$ cat src/rtl/scan_index_gen.sv
// rtl/scan_index_gen.sv - strided modulo-32 index sequencer with valid/ready handshake
//
// Purpose:
//   Issues a scan of indices base, base+stride, base+2*stride, ... (wrapping
//   modulo 2**IDX_W) to a downstream one-hot decoder. One index is accepted
//   per valid/ready handshake. A scan ends with a single-cycle done pulse.
//
// Ports:
//   clk        in   1      clock, rising edge
//   rst        in   1      asynchronous active-high reset
//   start      in   1      scan request, sampled only in IDLE
//   base       in   IDX_W  first index of the scan
//   stride     in   IDX_W  increment per issued index (wraps)
//   count      in   IDX_W+1 number of indices; values above 2**IDX_W clamp
//   idx        out  IDX_W  current index (decoder select)
//   idx_valid  out  1      idx is valid
//   idx_ready  in   1      downstream accepts idx
//   busy       out  1      high in RUN and DONE
//   done       out  1      one-cycle pulse at scan end

module scan_index_gen #(
    parameter int IDX_W = 5
) (
    input  logic             clk,
    input  logic             rst,
    input  logic             start,
    input  logic [IDX_W-1:0] base,
    input  logic [IDX_W-1:0] stride,
    input  logic [IDX_W:0]   count,
    output logic [IDX_W-1:0] idx,
    output logic             idx_valid,
    input  logic             idx_ready,
    output logic             busy,
    output logic             done
);

    localparam int CNT_W = IDX_W + 1;

    // A scan never issues more indices than the decoder has outputs.
    localparam logic [CNT_W-1:0] MAX_CNT = CNT_W'(1 << IDX_W);

    localparam logic [1:0] ST_IDLE = 2'd0;
    localparam logic [1:0] ST_RUN  = 2'd1;
    localparam logic [1:0] ST_DONE = 2'd2;

    logic [1:0]       state;
    logic [1:0]       state_nxt;
    logic [IDX_W-1:0] stride_q;
    logic [CNT_W-1:0] remaining;
    logic [CNT_W-1:0] eff_count;
    logic             handshake;
    logic             last_issue;

    assign eff_count  = (count > MAX_CNT) ? MAX_CNT : count;
    assign handshake  = idx_valid && idx_ready;
    assign last_issue = (remaining == CNT_W'(1));

    // All outputs decode directly from the state register, so an asynchronous
    // reset clears them in the same instant it clears the state.
    assign idx_valid = (state == ST_RUN);
    assign busy      = (state != ST_IDLE);
    assign done      = (state == ST_DONE);

    always_comb begin
        state_nxt = state;
        case (state)
            ST_IDLE: begin
                if (start) begin
                    state_nxt = (count == '0) ? ST_DONE : ST_RUN;
                end
            end
            ST_RUN: begin
                if (handshake && last_issue) begin
                    state_nxt = ST_DONE;
                end
            end
            ST_DONE: begin
                state_nxt = ST_IDLE;
            end
            default: begin
                state_nxt = ST_IDLE;
            end
        endcase
    end

    always_ff @(posedge clk or posedge rst) begin
        if (rst) begin
            state <= ST_IDLE;
        end else begin
            state <= state_nxt;
        end
    end

    // Scan datapath. In IDLE idx keeps the last issued value; scan parameters
    // are captured only on an accepted start so later input changes are inert.
    always_ff @(posedge clk or posedge rst) begin
        if (rst) begin
            idx       <= '0;
            stride_q  <= '0;
            remaining <= '0;
        end else begin
            case (state)
                ST_IDLE: begin
                    if (start && (count != '0)) begin
                        idx       <= base;
                        stride_q  <= stride;
                        remaining <= eff_count;
                    end
                end
                ST_RUN: begin
                    if (handshake) begin
                        remaining <= remaining - CNT_W'(1);
                        // On the final handshake idx is left on the last issued
                        // value so IDLE presents it unchanged.
                        if (!last_issue) begin
                            idx <= idx + stride_q;
                        end
                    end
                end
                default: begin
                    remaining <= '0;
                end
            endcase
        end
    end

endmodule

$ cat config.mk
export PLATFORM = sky130hd
export DESIGN_NAME = scan_index_gen
export DESIGN_NICKNAME = d
export VERILOG_FILES = /design/src/rtl/scan_index_gen.sv
export SDC_FILE = /design/constraint.sdc
export NUM_CORES = 1
export LEC_CHECK = 0
export CAP_MARGIN = 30
export CORE_MARGIN = 5
export CORE_UTILIZATION = 49
export CTS_CLUSTER_SIZE = 30
export DETAILED_ROUTE_END_ITERATION = 8
export GPL_TIMING_DRIVEN = 0
export MAX_ROUTING_LAYER = met4
export PLACE_DENSITY = 0.85
export SYNTH_ARGS = -nofsm -noshare
export SYNTH_HDL_FRONTEND = slang
export SYNTH_SLANG_ARGS = --single-unit
$ cat constraint.sdc
create_clock -name clk -period 1.9 [get_ports clk]
set_input_delay 0.38 -clock clk [delete_from_list [all_inputs] [get_ports clk]]
set_output_delay 0.38 -clock clk [all_outputs]
set_load 0.03 [all_outputs]
==> qor.txt <==
status - completed
Max Buffers Root-to-Sink - 2
io pins - 28
Fin Hold WS - 0.474 ns
Final setup viols - 0
worst skew pair latency - 0.30 ns
Req. time, crit path - 1.52 ns
die area - 0.00360 mm²
fillers - 211
Syn Area/Cell - 9.56 µm²
Top delay family on crit path - buffers and inverters
Die Y - 60.0 µm
H-tree Lvls - 1
Core Util, Final - 67.6%
Levels on crit path - 3
GRT overflow - 0
WL met3 - 137 µm
Die W - 60.0 µm
switching fraction of total power - 44.4%
port bufs - 26
count of different cell masters after synthesis - 47
EDFF count, synth - 0
r2r worst-path depth - 7
Routed met2 length - 1.45 mm
clock share of power - 8.9%
WP buf/inv - 2
FF+latch count, synth - 18
antenna violations before repair - 0
# DRC - 0
worst slack, placed - -0.708 ns
R2R Setup Slk - 0.09 ns
Worst Setup End Kind - output pin
M1 WL - 1.29 mm
layout cell share with drive strength beyond 1 - 20.4%
routability cong. - 0.820
FF-to-FF Start - idx[0]
hpwl dp - 2.20 mm
worst-path fanout max - 7
Avg Vias per Cell - 5.80
WL per Instance - 15.1 µm
number of CTS-inserted buffers - 3
Setup CP Type - reg2out
Crit-path slowest cell - dfrtp_1
area share of the largest cell type after synthesis - 36.8%
WL final - 2.90 mm
CORE AREA - 0.00243 mm²
Synth Warn # - 0
fin crit period - 1.83 ns
top_reg_cell synth - dfrtp_1
asr flop ratio synth - 100%
r2r endpoint - idx[4]
global-route wire length before repair - 4.98 mm
pins over their slew limit - 0
TritonCTS clock tree - built
CTS sink count - 18
Worst Max-Slew Pin Slew - 0.713 ns
CP Data Arrival Time - 1.45 ns
worst min path class - in2async
Period Utilization, post-route - 96.6%
RSZ-0062 raised after global routing - yes
number of global-route vias before repair - 1124
routed vias - 1113
Comb pwr share - 65.0%
Post-Synthesis Cells - 128
Internal - 1.54 mW
Area growth syn-to-layout - 34.4%
highest metal layer with signal wires - met4
register area share after synthesis - 36.8%
Reg clk slew, reported paths - 0.12 ns
Worst VDD drop - 0.000895 V
final hold violation count - 0
largest net degree at the start of global routing - 19
Post-synth top cells - dfrtp_1, inv_1, a21oi_1
Mapped Area - 0.00122 mm²
cell area power density - 1690 mW/mm²
post-synth top area cell - dfrtp_1
count leader, synth - dfrtp_1
crit start category - flip-flop
Reg power frac - 26.1%
Nets - 190
Fin Clk Skew - 0.0152 ns
leakage power - 0.699 nW
GRT Total Usage - 18.6%
Setup WS post-layout - 0.0650 ns
Clock Tree Root - clkbuf_4
Max Freq - 545 MHz
worst-path cell chain - nand2b_1 > inv_2 > clkdlybuf4s15_2
Max-Cap Viols - 0
Rel. slew slack - 52.4%
initial core utilization - 50.3%
largest cells by area after synthesis - dfrtp_1, ha_1, a21oi_1, inv_1, mux2_2
first-pass iteration count of the detailed router - 4
Max stage delay on crit path - 0.42 ns
Routed Antenna Nets - 0
syn nets - 155
Row Count - 18
Antenna diodes - 0
P_sw - 1.23 mW
drt first-iter violations - 33
power groups by stage:
stage | logic, mW | registers, mW | clock network [mW]
2_1_floorplan | 1.16 | 0.800 | 0
3_3_place_gp | 1.62 | 0.715 | 0
3_5_place_dp | 1.68 | 0.726 | 0
4_1_cts | 1.76 | 0.721 | 0.248
5_1_grt | 2.00 | 0.748 | 0.274
6_report | 1.80 | 0.723 | 0.247
layout by cell type, fill, tap and decap left out, types with 3 or more instances in the layout:
master	instances
clkdlybuf4s50_1	19
inv_1	14
clkdlybuf4s15_2	3
nor2_1	9
clkbuf_4	4
ha_1	6
buf_4	3
mux2_2	5
nand2_1	8
a21oi_1	12
mux2_4	3
dfrtp_1	17
kinds of logic after synthesis:
group,after synthesis,synth area share [%]
and+or+nand+nor,38,16.9
AOI/OAI and AO/OA,34,21.5
buffers and inverters,19,5.83
DFF,18,36.8
muxes,9,9.10
adders and majority gates,7,7.77
xor gates and xnor gates,3,2.15
layer usage:
metal | up-vias | GRT usage (%)
met5 | - | -
met4 | 0 | 4.11
met3 | 2 | 3.02
met2 | 30 | 30.7
met1 | 540 | 23.9
li1 | 541 | -
flip-flops by register name, summed over array words and instances (netlist names):
signal / cells
state: 2
idx: 5
remaining: 6
stride_q: 5
worst reg2reg max path, stage by stage (launching register included):
cell and delay [ns]:
dfrtp_2 0.39, ha_1 0.16, inv_1 0.06, fa_1 0.40, nand2b_4 0.17, a21o_1 0.18, a221oi_2 0.21, o221ai_1 0.13
how the worst max path moves through the flow:
| stage | start | end |
|---|---|---|
| 2_1_floorplan | count[1] | idx[0] |
| 3_3_place_gp | count[1] | idx[0] |
| 3_5_place_dp | count[1] | idx[0] |
| 4_1_cts | idx[0] | idx[4] |
| 5_1_grt | idx[0] | idx[4] |
| 6_report | state[1] | idx_valid |
metrics by stage:
stage	setup TNS, ns	cell area (µm²)	total power, mW	instances
2_1_floorplan	-0.184	1230	1.96	128
3_3_place_gp	-8.74	1530	2.34	184
3_5_place_dp	-9.01	1530	2.41	184
4_1_cts	0	1620	2.73	191
5_1_grt	-0.0332	1640	3.02	192
6_report	0	1640	2.77	192
layout make-up:
cell class	instances	area (µm²)	area share (%)
timing repair buffer	30	295	18.0
clock buffer	4	36.3	2.21
sequential	18	452	27.5
buffer	4	20.0	1.22
multi-input combinational	91	747	45.4
inverter	15	56.3	3.42
tap	30	37.5	2.28
timing repair:
item                       CTS  global route
gates resized for setup     24             5
hold buffers                 0             0
cloned                       0             0
pin swaps                    3             1
setup endpoints to repair   19            10
buffers inserted             3             1
Power figures use the tool's default switching activity.
